--- src/rtl/multicycle_ctrl_pkg.sv ---
// Shared encodings for the multicycle controller: FSM states, RV32 opcodes and ALU codes.
// Also holds the funct3 -> ALU map shared by R-type and I-type decode.
package multicycle_ctrl_pkg;

    typedef enum logic [2:0] {
        ST_IF   = 3'b000,
        ST_ID   = 3'b001,
        ST_EX   = 3'b010,
        ST_MEM  = 3'b011,
        ST_WB   = 3'b100,
        ST_TRAP = 3'b111
    } state_t;

    localparam logic [6:0] OP_LOAD   = 7'b0000011;
    localparam logic [6:0] OP_STORE  = 7'b0100011;
    localparam logic [6:0] OP_BRANCH = 7'b1100011;
    localparam logic [6:0] OP_RTYPE  = 7'b0110011;
    localparam logic [6:0] OP_ITYPE  = 7'b0010011;
    localparam logic [6:0] F7_ALT    = 7'b0100000;

    localparam logic [3:0] ALU_AND = 4'b0000;
    localparam logic [3:0] ALU_OR  = 4'b0001;
    localparam logic [3:0] ALU_ADD = 4'b0010;
    localparam logic [3:0] ALU_SLT = 4'b0100;
    localparam logic [3:0] ALU_XOR = 4'b0101;
    localparam logic [3:0] ALU_SUB = 4'b0110;
    localparam logic [3:0] ALU_SRL = 4'b1000;
    localparam logic [3:0] ALU_SLL = 4'b1001;
    localparam logic [3:0] ALU_SRA = 4'b1010;
    localparam logic [3:0] ALU_ERR = 4'b1111;

    // allow_sub is cleared for I-type: ADDI has no subtract form even with funct7 bits set.
    function automatic logic [3:0] funct3_alu(input logic [2:0] f3, input logic alt,
                                              input logic allow_sub);
        logic [3:0] code;
        case (f3)
            3'b000:  code = (alt && allow_sub) ? ALU_SUB : ALU_ADD;
            3'b111:  code = ALU_AND;
            3'b110:  code = ALU_OR;
            3'b100:  code = ALU_XOR;
            3'b001:  code = ALU_SLL;
            3'b101:  code = alt ? ALU_SRA : ALU_SRL;
            3'b010:  code = ALU_SLT;
            default: code = ALU_ERR;
        endcase
        return code;
    endfunction

endpackage

--- src/rtl/multicycle_ctrl_alu_ctrl_dec.sv ---
// Combinational instruction-field -> ALU code decode plus illegal-instruction flag.
// Latency: zero cycles; backpressure: none (pure decode).
module multicycle_ctrl_alu_ctrl_dec
    import multicycle_ctrl_pkg::*;
#(
    parameter bit ENABLE_ITYPE = 1'b1
) (
    input  logic [6:0] opcode,
    input  logic [2:0] funct3,
    input  logic [6:0] funct7,
    output logic [3:0] alu_ctrl,
    output logic       illegal
);

    logic alt;
    assign alt = (funct7 == F7_ALT);

    always_comb begin
        alu_ctrl = ALU_ERR;
        case (opcode)
            OP_LOAD, OP_STORE: alu_ctrl = ALU_ADD;
            OP_BRANCH:         alu_ctrl = ALU_SUB;
            OP_RTYPE:          alu_ctrl = funct3_alu(funct3, alt, 1'b1);
            OP_ITYPE: begin
                if (ENABLE_ITYPE) alu_ctrl = funct3_alu(funct3, alt, 1'b0);
            end
            default: ;
        endcase
        // Only BEQ/BNE are implemented; other branch funct3 values trap.
        illegal = (alu_ctrl == ALU_ERR) || ((opcode == OP_BRANCH) && (funct3[2:1] != 2'b00));
    end

endmodule

--- src/rtl/multicycle_ctrl.sv ---
// Multicycle RV32 control FSM driving datapath strobes from a latched instruction register.
// Latency: 4 cycles R/I/branch (5 if MEM not skipped), 5+waits for LW/SW; MEM stalls on dMemReady and traps on timeout.
module multicycle_ctrl
    import multicycle_ctrl_pkg::*;
#(
    parameter bit SKIP_MEM     = 1'b1,
    parameter bit ENABLE_ITYPE = 1'b1,
    parameter int MEM_TIMEOUT  = 15,
    parameter int CNT_W        = 4
) (
    input  logic        clk,
    input  logic        rst,
    input  logic [31:0] instr,
    input  logic        Zero,
    input  logic        dMemReady,
    output logic        loadPC,
    output logic        PCSrc,
    output logic        RegWrite,
    output logic        MemRead,
    output logic        MemWrite,
    output logic        MemToReg,
    output logic        ALUSrc,
    output logic [3:0]  ALUCtrl,
    output logic        trap,
    output logic [2:0]  fsm_state
);

    // The count is 0 in the first MEM cycle, so MEM_TIMEOUT-1 marks the last allowed unanswered cycle.
    localparam logic [CNT_W-1:0] TIMEOUT_LAST = CNT_W'(MEM_TIMEOUT - 1);
    localparam logic [CNT_W-1:0] CNT_MAX      = '1;

    state_t            state_q, state_d;
    logic [31:0]       ir_q, ir_d;
    logic              zero_q, zero_d;
    logic [CNT_W-1:0]  cnt_q, cnt_d;

    logic [6:0] opcode;
    logic [2:0] funct3;
    logic       is_load, is_store, is_mem, is_branch, is_rtype, is_itype;
    logic       is_beq, is_bne, uses_imm, illegal;
    logic [3:0] alu_ctrl;
    logic       unused_ir;

    assign opcode    = ir_q[6:0];
    assign funct3    = ir_q[14:12];
    assign is_load   = (opcode == OP_LOAD);
    assign is_store  = (opcode == OP_STORE);
    assign is_mem    = is_load || is_store;
    assign is_branch = (opcode == OP_BRANCH);
    assign is_rtype  = (opcode == OP_RTYPE);
    assign is_itype  = (opcode == OP_ITYPE);
    assign is_beq    = is_branch && (funct3 == 3'b000);
    assign is_bne    = is_branch && (funct3 == 3'b001);
    assign uses_imm  = is_mem || is_itype;
    assign unused_ir = ^{ir_q[24:15], ir_q[11:7]};

    multicycle_ctrl_alu_ctrl_dec #(
        .ENABLE_ITYPE (ENABLE_ITYPE)
    ) u_alu_ctrl_dec (
        .opcode   (opcode),
        .funct3   (funct3),
        .funct7   (ir_q[31:25]),
        .alu_ctrl (alu_ctrl),
        .illegal  (illegal)
    );

    always_ff @(posedge clk or negedge rst) begin
        if (!rst) state_q <= ST_IF;
        else      state_q <= state_d;
    end

    always_comb begin
        state_d = state_q;
        case (state_q)
            ST_IF:  state_d = ST_ID;
            ST_ID:  state_d = illegal ? ST_TRAP : ST_EX;
            ST_EX:  state_d = (is_mem || !SKIP_MEM) ? ST_MEM : ST_WB;
            ST_MEM: begin
                // Ready beats timeout when both land in the same cycle.
                if (!is_mem || dMemReady)       state_d = ST_WB;
                else if (cnt_q == TIMEOUT_LAST) state_d = ST_TRAP;
            end
            ST_WB:   state_d = ST_IF;
            ST_TRAP: state_d = ST_TRAP;
            default: state_d = ST_TRAP;
        endcase
    end

    always_ff @(posedge clk or negedge rst) begin
        if (!rst) begin
            ir_q   <= '0;
            zero_q <= 1'b0;
            cnt_q  <= '0;
        end else begin
            ir_q   <= ir_d;
            zero_q <= zero_d;
            cnt_q  <= cnt_d;
        end
    end

    always_comb begin
        ir_d   = ir_q;
        zero_d = zero_q;
        cnt_d  = cnt_q;
        if (state_q == ST_IF) ir_d   = instr;
        if (state_q == ST_EX) zero_d = Zero;
        if (state_q != ST_MEM)                       cnt_d = '0;
        else if (!dMemReady && (cnt_q != CNT_MAX))   cnt_d = cnt_q + 1'b1;
    end

    always_comb begin
        loadPC   = 1'b0;
        PCSrc    = 1'b0;
        RegWrite = 1'b0;
        MemRead  = 1'b0;
        MemWrite = 1'b0;
        MemToReg = 1'b0;
        ALUSrc   = 1'b0;
        trap     = 1'b0;
        case (state_q)
            ST_EX: ALUSrc = uses_imm;
            ST_MEM: begin
                ALUSrc   = uses_imm;
                MemRead  = is_load;
                MemWrite = is_store;
            end
            ST_WB: begin
                loadPC   = 1'b1;
                RegWrite = is_rtype || is_itype || is_load;
                MemToReg = is_load;
                PCSrc    = (is_beq && zero_q) || (is_bne && !zero_q);
            end
            ST_TRAP: trap = 1'b1;
            default: ;
        endcase
    end

    assign ALUCtrl   = alu_ctrl;
    assign fsm_state = state_q;

endmodule
--- config.mk ---
export PLATFORM = sky130hd
export DESIGN_NAME = multicycle_ctrl
export DESIGN_NICKNAME = d
export VERILOG_FILES = /design/src/rtl/multicycle_ctrl_pkg.sv /design/src/rtl/multicycle_ctrl_alu_ctrl_dec.sv /design/src/rtl/multicycle_ctrl.sv
export SDC_FILE = /design/constraint.sdc
export NUM_CORES = 1
export LEC_CHECK = 0
export CORE_UTILIZATION = 44
export CTS_CLUSTER_DIAMETER = 60
export DETAILED_ROUTE_END_ITERATION = 12
export PLACE_DENSITY_LB_ADDON = 0.15
export REMOVE_ABC_BUFFERS = 1
export SLEW_MARGIN = 0
export SYNTH_ARGS = -nofsm -noshare
export SYNTH_HDL_FRONTEND = slang
export SYNTH_HIERARCHICAL = 1
export SYNTH_SLANG_ARGS = --single-unit
--- constraint.sdc ---
create_clock -name clk -period 2 [get_ports clk]
set_input_delay 0.5 -clock clk [delete_from_list [all_inputs] [get_ports clk]]
set_output_delay 0.5 -clock clk [all_outputs]
set_load 0.02 [all_outputs]
======== Yosys cells after proc, flatten, opt, wreduce, memory -nomap -nowiden ========
Cells that the tools add are included.
word-level totals
  register bits ........................... 40
  bits of input ports ..................... 36
  output and inout port bits .............. 15
  word-level logic and storage cells ...... 69
operators by class
  add/subtract/negate cells ............... 1
  equal/unequal tests ..................... 22
  muxes and demuxes ....................... 20
  reductions and logical operators ........ 22
operators by type and width
  operator                                       count
  one-hot mux 4 bit (7 select lines)             2
  == test 7 x 6 -> 1 bit, second input constant  3
  == test 3 bit, second input constant           6
  one-hot mux 4 bit (4 select lines)             1
  2-to-1 mux 3 bit                               5
  one-hot mux 3 bit (5 select lines)             1
  == test 3 x 2 -> 1 bit, second input constant  3
  == test 4 bit, second input constant           2
  2-to-1 mux 1 bit                               8
  2-to-1 mux 4 bit                               2
  == test 7 x 2 -> 1 bit, second input constant  1
  == test 7 x 5 -> 1 bit, second input constant  1
  == test 7 bit, second input constant           1
  logical OR 1 bit                               7
  == test 3 x 1 -> 1 bit, second input constant  2
  logical AND 1 bit                              6
  logical NOT 3 bit                              2
  adder 4 x 1 -> 4 bit, second input constant    1
  != test 4 bit, second input constant           1
  nonzero test 2 bit                             2
  OR reduction 2 bit                             2
  logical NOT 1 bit                              3
  != test 3 x 2 -> 1 bit, second input constant  1
  != test 3 bit, second input constant           1
  2-to-1 mux 2 bit                               1

======== Logic depth before layout (Yosys ltp) ========
  word-level depth ........................ 8
  depth in mapped cells ................... 6
  depth with buffers taken out ............ 6

======== Cells and area by module ========
Netlist, hierarchy kept.
modules (own cells, without submodules)
  module                        instances  cells each  area each (um2)  seq. area each (um2)
  multicycle_ctrl               1          98          1219.9           625.6
  multicycle_ctrl_alu_ctrl_dec  1          23          157.7            0.0

======== Least setup slack after synthesis ========
No wires, ideal clock.
  path kind ............................... register -> output
  from .................................... register state_q[0] (netlist: fsm_state[0])
  to ...................................... output port MemToReg
  data arrival time ....................... 1.535 ns
  required time ........................... 1.500 ns
  path slack .............................. -0.035 ns
  cell stages (with the launch flop) ...... 5
  path buffers ............................ 1
  path through ............................ dfrtp_1 -> buf_2 -> nor2_1 -> nand2_1 -> nor4_1
on the way
  longest elaborated chain between the ends .. 2
RTL lines
  element                   RTL line                source
  start: declaration        multicycle_ctrl.sv:32   state_t state_q, state_d;
  start signal: assignment  multicycle_ctrl.sv:69   else state_q <= state_d;
  == test 3 bit             multicycle_ctrl.sv:120  case (state_q)
  2-to-1 mux 1 bit          multicycle_ctrl.sv:120
  end: declaration          multicycle_ctrl.sv:21   output logic MemToReg,
No other way between the ends.

======== Final worst setup path ========
  from .................................... register ir_q[2]
  to ...................................... output port ALUCtrl[2]
on the way
  longest elaborated chain between the ends .. 3
  elaborated cells on any way between the ends .. 7
  those cells by class .................... 5 x eq/ne; 1 x mux; 1 x reduce/logical
RTL lines
  element                                                           RTL line                            source
  start: declaration                                                multicycle_ctrl.sv:33               logic [31:0] ir_q, ir_d;
  start signal: assignment                                          multicycle_ctrl.sv:95               ir_q <= ir_d;
  == test 7 x 2 -> 1 bit or == test 7 x 6 -> 1 bit (tied branches)  multicycle_ctrl_alu_ctrl_dec.sv:20  case (opcode)
  OR reduction 2 bit                                                multicycle_ctrl_alu_ctrl_dec.sv:20
  one-hot mux 4 bit (4 select lines) *                              multicycle_ctrl_alu_ctrl_dec.sv:20
  end: declaration                                                  multicycle_ctrl.sv:23               output logic [3:0] ALUCtrl,
Every way passes the cells marked *; elsewhere a longest branch is shown, timed or not.

==> impl_metrics.json <==
{
  "finish.instance_area_um2": 2060,
  "placed_area_um2": 1930,
  "ant_nets": 0,
  "viasPerCell": 5.30,
  "met3WireLength_um": 157,
  "synth_edf_count": 0,
  "grt_overflow": 0,
  "syn_area_per_cell_um2": 11.4,
  "status": "finished, violations left",
  "crit_path_cell_trace": "buf_4, and4bb_2, inv_1, a311o_1, buf_6",
  "dominantRegCellSynth": "dfrtp_1",
  "synth_top_area_share_pct": 45.4,
  "min_path_type": "in -> async",
  "route.vias.total": 1165,
  "synthArstFlopShare_pct": 100,
  "drv_cap": 0,
  "path_delay_family": "flip-flops",
  "dpl.cell_count": 211,
  "skew_ns": 0.00470,
  "met2_length_um": 1510,
  "power.density_nw_per_um2": 445,
  "yosys_warnings": 6,
  "fill_cells": 215,
  "ys_top_cells_by_area": "dfrtp_1, mux2_4, mux2_2, nor3_1, nor2_1",
  "met1Wirelength_um": 1430,
  "maxSlewViolCount": 0,
  "io_buffers": 35,
  "die_h_um": 58.0,
  "hold_viol": 0,
  "crit_buf_inv": 3,
  "highest_layer": "met4",
  "cts_buffer_depth": 2,
  "drive_gt1_share_pct": 41.8,
  "yosysSeqAreaShare_pct": 45.4,
  "clkSlewWorstSetupHoldPaths_ns": 0.14,
  "core_area_um2": 2850,
  "cp-start-kind": "flip-flop",
  "tightest_slew_ns": 0.359,
  "cts_tree": "built",
  "antenna_found_initial": 0,
  "final_util_pct": 72.2,
  "max_freq_mhz": 458,
  "worstPathArrival_ns": 1.68,
  "insertion_delay_ns": 0.32,
  "area_growth_pct": 49.6,
  "ir_drop_mv": 0.328,
  "regToRegSetupSlack_ns": 0.04,
  "path_max_fanout": 3,
  "remaining_drc_errors": 3,
  "htreeDepth": 1,
  "setup_violations": 10,
  "cp-end-kind": "output pin",
  "min_period_over_period_pct": 109,
  "ios": 51,
  "cts_made_buffers": 3,
  "die_area_um2": 3360,
  "antennaDiodeCount": 0,
  "drt_iter0_markers": 31,
  "grt_max_degree": 26,
  "leakage_nw": 0.890,
  "grt_pass1_vias": 1194,
  "wirelength_um": 3120,
  "holdWs_ns": 0.515,
  "clock_sinks": 25,
  "violations": "DRC, setup timing",
  "critPathKind": "reg -> out",
  "wl_per_cell_um": 14.2,
  "start_util_pct": 48.3,
  "die_w_um": 58.0,
  "max_slew_margin_pct": 76.1,
  "slowest_stage": "dfrtp_1",
  "synth_cell_types": 39,
  "fin_nets": 228,
  "cpPeakStageDelay_ns": 0.42,
  "instances_no_fill": 220,
  "place_congestion": 0.780,
  "syn_area_um2": 1380,
  "rsz0062_at_grt": "true",
  "setup_slack_ns": -0.182,
  "synth_seq_cells": 25,
  "cp.required_ns": 1.50,
  "synthCells": 121,
  "firstDrtPassIters": 8,
  "dp_hpwl_um": 2290,
  "synth_top_area_cell": "dfrtp_1",
  "cts_root_buf": "clkbuf_4",
  "rows": 19,
  "grt_pass1_wl_um": 5310,
  "track_usage_pct": 20.6,
  "period_minus_slack_ns": 2.18
}
==> synth_stat cells (2+ instances only) <==
| cell | count |
|---|---|
| buf_6 | 2 |
| a31oi_1 | 3 |
| dfrtp_1 | 25 |
| nor4b_1 | 3 |
| nand2_1 | 5 |
| and4bb_2 | 2 |
| nor3_1 | 7 |
| nor4_1 | 3 |
| ha_1 | 2 |
| nor2b_1 | 2 |
| mux2_2 | 9 |
| nand2b_1 | 2 |
| xor2_1 | 3 |
| a211oi_1 | 2 |
| inv_1 | 8 |
| mux2_4 | 8 |
| o21ai_0 | 2 |
| a21oi_1 | 4 |
| nor2_1 | 9 |
==> sequential cells by signal, indices dropped and copies added, names as in the netlist <==
name	cells
cnt_q	4
fsm_state	3
zero_q	1
ir_q	17
==> power breakdown <==
| group | total, mW | internal, mW | leakage [nW] | switching, mW |
|---|---|---|---|---|
| sequential | 0.543 | 0.523 | 0.294 | 0.0200 |
| clock | 0.229 | 0.0781 | 0.0150 | 0.151 |
| combinational | 0.144 | 0.0937 | 0.581 | 0.0501 |
| total | 0.916 | 0.695 | 0.890 | 0.221 |
==> metal layers <==
metal  GRT usage, %  vias up
met5              0        -
met4           6.12        0
met3           3.13        2
met2           35.8       31
met1           26.4      557
li1               -      575
==> path summary, 6_finish.rpt <==
check / startpoint / end / cells past startpoint
min reg2reg: ir_q[25] / ir_q[25] / 1
max: ir_q[2] / ALUCtrl[2] / 5
min in group clk: ir_q[25] / ir_q[25] / 1
max in group asynchronous: rst / ir_q[13] / 2
min: rst / zero_q / 2
max reg2reg: ir_q[2] / fsm_state[0] / 8
==> cells by family after synthesis <==
kind of cell	share of synthesized area (%)
AOI/OAI and AO/OA	9.54
xor gates and xnor gates	2.54
adders and majority gates	1.82
buffers and inverters	5.63
DFF	45.4
muxes	16.8
and+or+nand+nor	18.3
==> cell type report <==
type / instances / area (um2) / share of cell area, %
clock buffer: 4 / 26.3 / 1.28
inverter: 8 / 30.0 / 1.46
multi-input combinational: 84 / 748 / 36.3
sequential: 25 / 626 / 30.4
tap: 31 / 38.8 / 1.88
timing repair buffer: 68 / 592 / 28.7
==> through the flow <==
step / power [mW] / setup WS, ns / TNS (ns)
2_1_floorplan: 0.591 / -0.0108 / -0.0108
3_3_place_gp: 0.673 / -0.346 / -2.03
3_5_place_dp: 0.679 / -0.317 / -2.01
4_1_cts: 0.916 / -0.190 / -0.758
5_1_grt: 0.960 / -0.263 / -1.85
6_report: 0.916 / -0.182 / -1.02
==> layout by cell type (no fill, tap or decap), drive strengths merged, types with 2 or more instances in the layout <==
cell	n
ha	2
nor4	3
dfrtp	25
o21ai	3
nor2b	2
nand2	5
inv	8
nand2b	2
nor3	8
a31oi	3
and4bb	2
mux2	17
a21oi	4
clkbuf	5
a211oi	2
buf	43
dlygate4sd2	3
nor4b	3
clkdlybuf4s50	20
nor2	9
xor2	3
==> what timing repair did <==
item	4_1_cts	5_1_grt
resized for setup	75	11
endpoints found under the setup margin	14	13
gates cloned	0	0
pin swaps	7	7
hold buffers	0	0
buffers inserted	3	5
hold endpoints to repair	0	0
Power figures use the tool's default switching activity.
